[src/rtl/fetch_pkg.sv]
// Shared types and constants for the instruction fetch / PC sequencer.
package fetch_pkg;

  typedef enum logic [1:0] {
    FETCH = 2'd0,
    EXEC  = 2'd1,
    HALT  = 2'd2
  } fetch_state_e;

  typedef enum logic [1:0] {
    CauseNone     = 2'b00,
    CauseIllegal  = 2'b01,
    CauseMisalign = 2'b10,
    CauseTimeout  = 2'b11
  } halt_cause_e;

  localparam logic [31:0] NOP = 32'h0000_0013;

endpackage

[src/rtl/fetch_wdt.sv]
// Fetch watchdog: counts FETCH cycles without ack and pulses expiry on the last allowed one.
module fetch_wdt (
  input  logic        i_clk,
  input  logic        i_rst_n,
  input  logic        i_clear,
  input  logic        i_enable,
  input  logic [15:0] i_limit,
  output logic        o_expire
);

  logic [15:0] count_q, count_d;

  always_comb begin
    count_d = count_q;
    if (i_clear) begin
      count_d = 16'd0;
    end else if (i_enable) begin
      count_d = count_q + 16'd1;
    end
  end

  // Expiry fires during the TIMEOUT-th ackless cycle so HALT follows on that edge.
  assign o_expire = i_enable && !i_clear && (count_q == i_limit - 16'd1);

  always_ff @(posedge i_clk or negedge i_rst_n) begin
    if (!i_rst_n) begin
      count_q <= 16'd0;
    end else begin
      count_q <= count_d;
    end
  end

endmodule

[src/rtl/fetch_unit.sv]
// Multi-cycle RV32I fetch and PC sequencer: FETCH over req/ack, hold for EXEC, commit next PC.
module fetch_unit
  import fetch_pkg::*;
#(
  parameter logic [31:0] RESET_PC = 32'h0000_0000,
  parameter int unsigned TIMEOUT  = 255
) (
  input  logic        i_clk,
  input  logic        i_rst_n,
  output logic        o_imem_req,
  output logic [31:0] o_imem_addr,
  input  logic        i_imem_ack,
  input  logic [31:0] i_imem_rdata,
  output logic [31:0] o_inst,
  output logic        o_inst_vld,
  output logic [31:0] o_pc,
  output logic [31:0] o_pc_four,
  input  logic        i_pc_sel,
  input  logic [31:0] i_alu_data,
  input  logic        i_dec_vld,
  input  logic        i_stall,
  output logic        o_halt,
  output logic [1:0]  o_halt_cause,
  output logic [31:0] o_instret
);

  localparam logic [15:0] WdtLimit = 16'(TIMEOUT);

  fetch_state_e state_q, state_d;
  halt_cause_e  cause_q, cause_d;
  logic [31:0]  pc_q, pc_d;
  logic [31:0]  inst_q, inst_d;
  logic [31:0]  instret_q, instret_d;
  logic         halt_q, halt_d;
  logic [31:0]  next_pc;
  logic         wdt_clear, wdt_enable, wdt_expire;

  assign wdt_clear  = (state_q == FETCH) && i_imem_ack;
  assign wdt_enable = (state_q == FETCH) && !i_imem_ack;

  fetch_wdt u_wdt (
    .i_clk    (i_clk),
    .i_rst_n  (i_rst_n),
    .i_clear  (wdt_clear),
    .i_enable (wdt_enable),
    .i_limit  (WdtLimit),
    .o_expire (wdt_expire)
  );

  // Jump targets drop bit 0; bit 1 left set flags a misaligned target.
  assign next_pc = i_pc_sel ? {i_alu_data[31:1], 1'b0} : pc_q + 32'd4;

  always_comb begin
    state_d   = state_q;
    cause_d   = cause_q;
    pc_d      = pc_q;
    inst_d    = inst_q;
    instret_d = instret_q;
    halt_d    = halt_q;
    unique case (state_q)
      FETCH: begin
        if (i_imem_ack) begin
          inst_d  = i_imem_rdata;
          state_d = EXEC;
        end else if (wdt_expire) begin
          state_d = HALT;
          halt_d  = 1'b1;
          cause_d = CauseTimeout;
        end
      end
      EXEC: begin
        if (!i_stall) begin
          if (!i_dec_vld) begin
            state_d = HALT;
            halt_d  = 1'b1;
            cause_d = CauseIllegal;
          end else if (next_pc[1]) begin
            state_d = HALT;
            halt_d  = 1'b1;
            cause_d = CauseMisalign;
          end else begin
            pc_d      = next_pc;
            instret_d = instret_q + 32'd1;
            state_d   = FETCH;
          end
        end
      end
      HALT: begin
        state_d = HALT;
      end
      default: begin
        state_d = FETCH;
      end
    endcase
  end

  always_ff @(posedge i_clk or negedge i_rst_n) begin
    if (!i_rst_n) begin
      state_q   <= FETCH;
      cause_q   <= CauseNone;
      pc_q      <= RESET_PC;
      inst_q    <= NOP;
      instret_q <= 32'd0;
      halt_q    <= 1'b0;
    end else begin
      state_q   <= state_d;
      cause_q   <= cause_d;
      pc_q      <= pc_d;
      inst_q    <= inst_d;
      instret_q <= instret_d;
      halt_q    <= halt_d;
    end
  end

  assign o_imem_req   = (state_q == FETCH);
  assign o_inst_vld   = (state_q == EXEC);
  assign o_imem_addr  = pc_q;
  assign o_pc         = pc_q;
  assign o_pc_four    = pc_q + 32'd4;
  assign o_inst       = inst_q;
  assign o_halt       = halt_q;
  assign o_halt_cause = cause_q;
  assign o_instret    = instret_q;

endmodule

[config.mk]
export PLATFORM = sky130hd
export DESIGN_NAME = fetch_unit
export DESIGN_NICKNAME = d
export VERILOG_FILES = /design/src/rtl/fetch_pkg.sv /design/src/rtl/fetch_wdt.sv /design/src/rtl/fetch_unit.sv
export SDC_FILE = /design/constraint.sdc
export NUM_CORES = 1
export LEC_CHECK = 0
export BUFFER_PORTS_ARGS = -buffer_cell sky130_fd_sc_hd__buf_2
export CORE_MARGIN = 3
export CORE_UTILIZATION = 40
export CTS_CLUSTER_DIAMETER = 200
export CTS_CLUSTER_SIZE = 16
export DETAILED_ROUTE_END_ITERATION = 7
export PLACE_DENSITY = 0.67
export SLEW_MARGIN = 10
export SYNTH_ARGS = -nofsm -noshare
export SYNTH_HDL_FRONTEND = slang
export SYNTH_SLANG_ARGS = --single-unit
[constraint.sdc]
create_clock -name i_clk -period 4.9 [get_ports i_clk]
set_input_delay 0.49 -clock i_clk [delete_from_list [all_inputs] [get_ports i_clk]]
set_output_delay 0.49 -clock i_clk [all_outputs]
set_load 0.03 [all_outputs]
==> metrics.csv, run 1 <==
metric;value;unit
synthesized instance count;731;
crit path cell chain;ha_1 -> nand3_1 -> nor4_1 -> nand3_1 -> xnor2_1 -> buf_2;
clock transition at the registers of the reported paths;0.06;ns
outcome;completed;
CP most frequent cell;nand3_1;
Root Buffer;clkbuf_16;
register area;2880;um2
Initial Util;0.410;
R2R Path End;o_imem_addr[12];
Slew Limit Fails;0;
#FFs+latches synth;115;
total power per unit cell area;590;nW/um2
total gr overflow;0;
post-DR vias/cell;5.21;
RSZ-0062 raised after global routing;false;
chip height;134;um
dpl cell area;7600;um2
GRT Total Usage;0.198;
post-synth cell types;62;
Worst path max stage delay;0.75;ns
Worst R2R Path Depth;4;
GP Congestion;0.865;
top cells by area, synth;dfrtp_1 (43%), nand2_1 (7.8%), xnor2_1 (5.7%), buf_4 (4.2%), nand4_1 (3.0%);
Syn Std Cell Area;6560;um2
Post-synth EDFFs;0;
share of layout cells above drive strength 1;0.302;
H-tree Lvls;4;
DR iter-0 viols;415;
multi-input logic area;3180;um2
Avg Cell Area, Syn;8.98;um2
count leader, synth;nand2_1;
final wirelength;18100;um
Final Power;4.83;mW
Max Clock Freq;0.303;GHz
critical path's slowest cell;nor4_1;
Max Root-Sink Buffers;2;
first-pass GRT wire length;29000;um
fin area;8190;um2
CTS tree;built;
ys flop type;dfrtp_1;
worst rel slew slack;0.422;
Worst Setup Path Type;flip-flop to primary output;
CTS buffer count;17;
Area Overhead vs Synth;24.8;%
post-cts resize count;0;
top post-synthesis cells by count;nand2_1 (137), dfrtp_1 (112), xnor2_1 (43);
Crit path max-delay family;simple AND/OR/NAND/NOR gates;
vias in the first global route;5540;
wire per inst;15.9;um
max cap viols;0;
die width;134;um
first drt pass iteration count;5;
CP Buf/Inv Count;1;
worst-margin pin slew;0.867;ns
cts hold-fix bufs;0;
Ports;235;
Ys Warns;0;
Max Fanout on Critical Path;8;
post-route ant nets;0;
post-DP HPWL;12800;um
Yosys top cell by area;dfrtp_1;
final setup fails;0;
core area;16000;um2
std cell rows;46;
minimum clock period;3.30;ns
Setup TNS;0;ns
ys async rst share;1.00;
Fin. Hold Viols;0;
setup repair bufs after CTS;0;
min-delay worst type;input pin to async pin;
routed vias;5945;
antenna violations before repair;0;
fin crit share;0.674;
clock sink count;115;
PortBufs;227;
Filler cells;1526;
final net count;987;
startpoint class of the critical path;flip-flop;
top cell type's share of synthesized area;0.427;
Setup Skew;0.00905;ns
CP Capture Type;primary output;
sequential share of the synthesized area;0.439;
reg2reg start;state_q[1];
setup slack, reg-to-reg;2.62;ns
critical path required time;4.41;ns
leakage;3.93;nW
die area;18000;um2
# diodes;0;
Worst VDD drop;373;uV
CP arrival;2.81;ns
largest net degree at the start of global routing;65;
DR DRC count;0;
Clock Latency Late Sink;0.40;ns
worst max-delay path by stage:
stage | start | cells after the start | slack [ns] | endpoint
6_report | o_imem_addr[2] | 6 | 1.60 | o_pc_four[20]
5_1_grt | o_imem_addr[2] | 6 | 1.33 | o_pc_four[20]
4_1_cts | o_imem_addr[2] | 6 | 1.61 | o_pc_four[20]
3_5_place_dp | o_imem_addr[2] | 6 | 2.06 | o_pc_four[20]
2_1_floorplan | o_imem_addr[3] | 5 | 2.19 | o_pc_four[26]
3_3_place_gp | o_imem_addr[2] | 6 | 2.12 | o_pc_four[20]
area by class of cell:
cell class,instances,area share
inverters,21,0.00962
repair buffers,234,0.145
multi-input cells,524,0.388
flip-flops and latches,115,0.352
clock buffers,20,0.0558
clock inverters,12,0.0160
well taps,216,0.0330
metrics by stage:
step / setup slack (ns) / util / instances / hold slack (ns)
6_report: 1.60 / 0.512 / 1142 / 0.203
5_1_grt: 1.33 / 0.512 / 1142 / 0.260
4_1_cts: 1.61 / 0.512 / 1142 / 0.219
3_5_place_dp: 2.06 / 0.475 / 1110 / 0.448
3_3_place_gp: 2.12 / 0.475 / 1110 / 0.444
2_1_floorplan: 2.19 / - / 736 / 0.194
cell families after synthesis:
kind of cell	after synthesis	synth area share
AND/OR/NAND/NOR	328	0.259
XOR/XNOR	64	0.0854
other	1	0.000571
adder cells (fa/ha/maj)	4	0.00763
flip-flops	115	0.439
AO/OA/AOI/OAI	116	0.120
buffers and inverters	97	0.0793
multiplexers	6	0.00915
routing by layer:
metal,GRT usage,up-vias,wire length [um]
li1,-,2926,-
met1,0.267,2845,7920
met2,0.323,156,9020
met3,0.0431,18,907
met4,0.0594,0,253
met5,0,-,0
placed cells by master, fill, tap and decap left out, types with 3 or more instances in the layout:
| master | count |
|---|---|
| buf_2 | 226 |
| nand2_1 | 137 |
| dfrtp_1 | 112 |
| xnor2_1 | 43 |
| nand3_1 | 35 |
| nand4_1 | 31 |
| nor2_1 | 24 |
| o21ai_0 | 23 |
| xor2_1 | 21 |
| inv_1 | 21 |
| a21oi_1 | 19 |
| and3_1 | 17 |
| clkbuf_16 | 17 |
| or3_1 | 16 |
| nor4_1 | 14 |
| a31oi_1 | 13 |
| and4_1 | 11 |
| and2_1 | 11 |
| nor3_1 | 11 |
| o211ai_1 | 11 |
| o2bb2ai_1 | 9 |
| buf_4 | 8 |
| a21boi_0 | 7 |
| mux2i_1 | 6 |
| o311ai_0 | 6 |
| a22oi_1 | 6 |
| conb_1 | 6 |
| ha_1 | 4 |
| clkinvlp_4 | 4 |
| a21o_1 | 3 |
| a2bb2oi_1 | 3 |
| a211o_1 | 3 |
| clkinv_2 | 3 |
| dfstp_2 | 3 |
sequential cells by signal, indices dropped and copies added, names as in the netlist:
| register | flops |
|---|---|
| state_q | 2 |
| o_halt | 1 |
| u_wdt.count_q | 16 |
| o_instret | 32 |
| o_inst | 32 |
| o_imem_addr | 30 |
| o_halt_cause | 2 |
power breakdown:
group	internal (mW)	switching, mW	total, mW
Sequential	1.21	0.295	1.51
Clock	0.775	0.448	1.22
Combinational	0.601	1.50	2.10
Total	2.59	2.25	4.83
(Power assumes the default switching activity.)
==> inputs of run 2 (changes only) <==
ABC_AREA = 1   (was default)
PLACE_DENSITY = 0.66   (was 0.67)
clock period = 3.1 ns   (was 4.9 ns; I/O delays follow)
==> metrics.csv, run 2 <==
metric;value;unit
final setup fails;0;
multi-input logic area;3310;um2
std cell rows;47;
utilization after layout;0.518;
Crit path max-delay family;simple AND/OR/NAND/NOR gates;
largest net degree at the start of global routing;51;
Clock Latency Late Sink;0.41;ns
Setup TNS;0;ns
worst slack at placement;0.830;ns
Ys Warns;0;
Setup Skew;0.00829;ns
final net count;1248;
post-synth cell types;37;
Final Power;8.79;mW
Filler cells;1665;
first drt pass iteration count;5;
Synth Area in XOR/XNOR;0.0320;
first-pass GRT wire length;30600;um
dpl cell area;7980;um2
minimum clock period;2.69;ns
post-DR vias/cell;4.74;
worst-margin pin slew;0.695;ns
Root Buffer;clkbuf_16;
leakage;4.63;nW
crit path cell chain;ha_1 -> nand2_1 -> nor2_2 -> nand2_1 -> nor2_2 -> nand2_1 -> and2_1 -> buf_2;
Avg Cell Area, Syn;7.04;um2
outcome;completed;
die area;18700;um2
top post-synthesis cells by count;nand2_1 (387), nor2_1 (121), dfrtp_1 (112);
total power per unit cell area;1020;nW/um2
die width;137;um
CP Capture Type;primary output;
CP arrival;2.38;ns
Slew Limit Fails;0;
main combinational cell family by area after synthesis;simple AND/OR/NAND/NOR gates;
total gr overflow;0;
ys flop type;dfrtp_1;
CTS tree;built;
core area;16600;um2
routed vias;6669;
share of layout cells above drive strength 1;0.249;
sequential share of the synthesized area;0.421;
Fin. Hold Viols;0;
worst rel slew slack;0.536;
final wirelength;19500;um
Max Clock Freq;0.371;GHz
max cap viols;0;
Max Fanout on Critical Path;7;
CP Buf/Inv Count;1;
PortBufs;227;
GRT Total Usage;0.209;
vias in the first global route;6126;
Syn Std Cell Area;6840;um2
setup ws final;0.407;ns
Synth Area in Compound Gates;0.0540;
post-route ant nets;0;
proportion of synthesized area in mux cells;0;
#FFs+latches synth;115;
startpoint class of the critical path;flip-flop;
top cells by area, synth;dfrtp_1 (41%), nand2_1 (21%), nor2_1 (6.6%), nand3_1 (4.2%), inv_1 (4.2%);
CTS buffer count;17;
Post-synth EDFFs;0;
min-delay worst type;input pin to flip-flop;
Worst path max stage delay;0.52;ns
fin crit share;0.869;
post-DP HPWL;14300;um
Worst VDD drop;595;uV
critical path required time;2.79;ns
count leader, synth;nand2_1;
synthesized instance count;972;
critical path's slowest cell;dfrtp_1;
chip height;137;um
most frequent cells in the layout;nand2_1 (387), buf_2 (226), nor2_1 (121);
most common cell after layout, fill and taps aside;nand2_1;
H-tree Lvls;4;
clock sink count;115;
top cell type's share of synthesized area;0.410;
fin area;8630;um2
register area;2880;um2
Ports;235;
DR DRC count;0;
DR iter-0 viols;356;
CP most frequent cell;nand2_1;
Worst Setup Path Type;flip-flop to primary output;
adder-cell area share of the yosys netlist;0.00732;
Yosys top cell by area;dfrtp_1;
RSZ-0062 raised after global routing;false;
GP Congestion;0.880;
Area Overhead vs Synth;26.1;%
Initial Util;0.411;
Max Root-Sink Buffers;2;
antenna violations before repair;2;
# diodes;0;
ys async rst share;1.00;
clock transition at the registers of the reported paths;0.06;ns
Simple-Gate Fraction of Synth Area;0.387;
wire per inst;13.9;um
-- run 2: cell types whose count changed in the layout (fill, tap and decap cells not counted), sizes merged, moves of 16 or more --
cell   previous run  this run
and3             17         0
inv              22        81
nor4             17         1
or3              16         0
nor2             25       137
nand3            35        59
nand4            32        12
nand2           137       390
xnor2            43         8
-- run 2: logic make-up (layout without fill, tap and decap cells) --
| family | count (synthesis) | count (layout) |
|---|---|---|
| AOI/OAI and AO/OA | 66 | 66 |
| xor gates and xnor gates | 25 | 25 |
| adders and majority gates | 4 | 4 |
| buffers and inverters | 139 | 349 |
| DFF | 115 | 115 |
| other | 1 | 6 |
| and+or+nand+nor | 622 | 622 |
-- run 2: per-layer routing --
layer	global-route usage	vias to the layer above	share of wire
met3	0.0621	20	0.081
met1	0.265	3017	0.43
met4	0.0538	2	0.010
met5	0	-	0.00067
li1	-	3399	-
met2	0.348	231	0.48
-- run 2: worst paths after layout --
path / start / to / slack [ns] / cells after the start
min in group asynchronous: i_rst_n / o_inst[8] / 0.44 / 2
min reg2reg: o_halt_cause[1] / o_halt_cause[1] / 0.46 / 2
max in group asynchronous: i_rst_n / o_imem_addr[19] / 1.88 / 3
max: o_imem_addr[2] / o_pc_four[18] / 0.41 / 8
max reg2reg: o_imem_addr[2] / o_imem_addr[22] / 1.10 / 10
min: i_imem_rdata[10] / o_inst[10] / 0.09 / 3
-- run 2: through the flow --
stage	hold WS, ns	cells
3_3_place_gp	0.341	1374
6_report	0.0944	1407
3_5_place_dp	0.341	1374
4_1_cts	0.0773	1407
2_1_floorplan	0.0144	977
5_1_grt	0.0838	1407
-- run 2: where the power goes --
group	internal [mW]	total, mW	switching, mW
Sequential	1.97	2.50	0.533
Clock	1.43	2.14	0.705
Combinational	1.10	4.16	3.05
-- run 2: final cells by class --
class	instances	share of cell area
clock inverters	8	0.0174
flip-flops and latches	115	0.334
multi-input cells	723	0.383
clock buffers	24	0.0570
inverters	82	0.0357
well taps	220	0.0319
repair buffers	235	0.141
-- run 2: repair_timing --
item	4_1_cts	5_1_grt
hold endpoints to repair	37	0
setup buffers	0	0
resized for setup	0	0
hold buffers	1	0
setup endpoints to repair	0	0
-- run 2: worst register-to-register path, cell delays in order, from the launching register on --
cell	delay, ns
dfrtp_1	0.52
ha_1	0.24
nand2_1	0.07
nor2_2	0.20
nand2_1	0.24
nor2_2	0.28
nand2_1	0.08
nand2_1	0.08
nand3_1	0.07
nand2_1	0.08
nand2_1	0.04
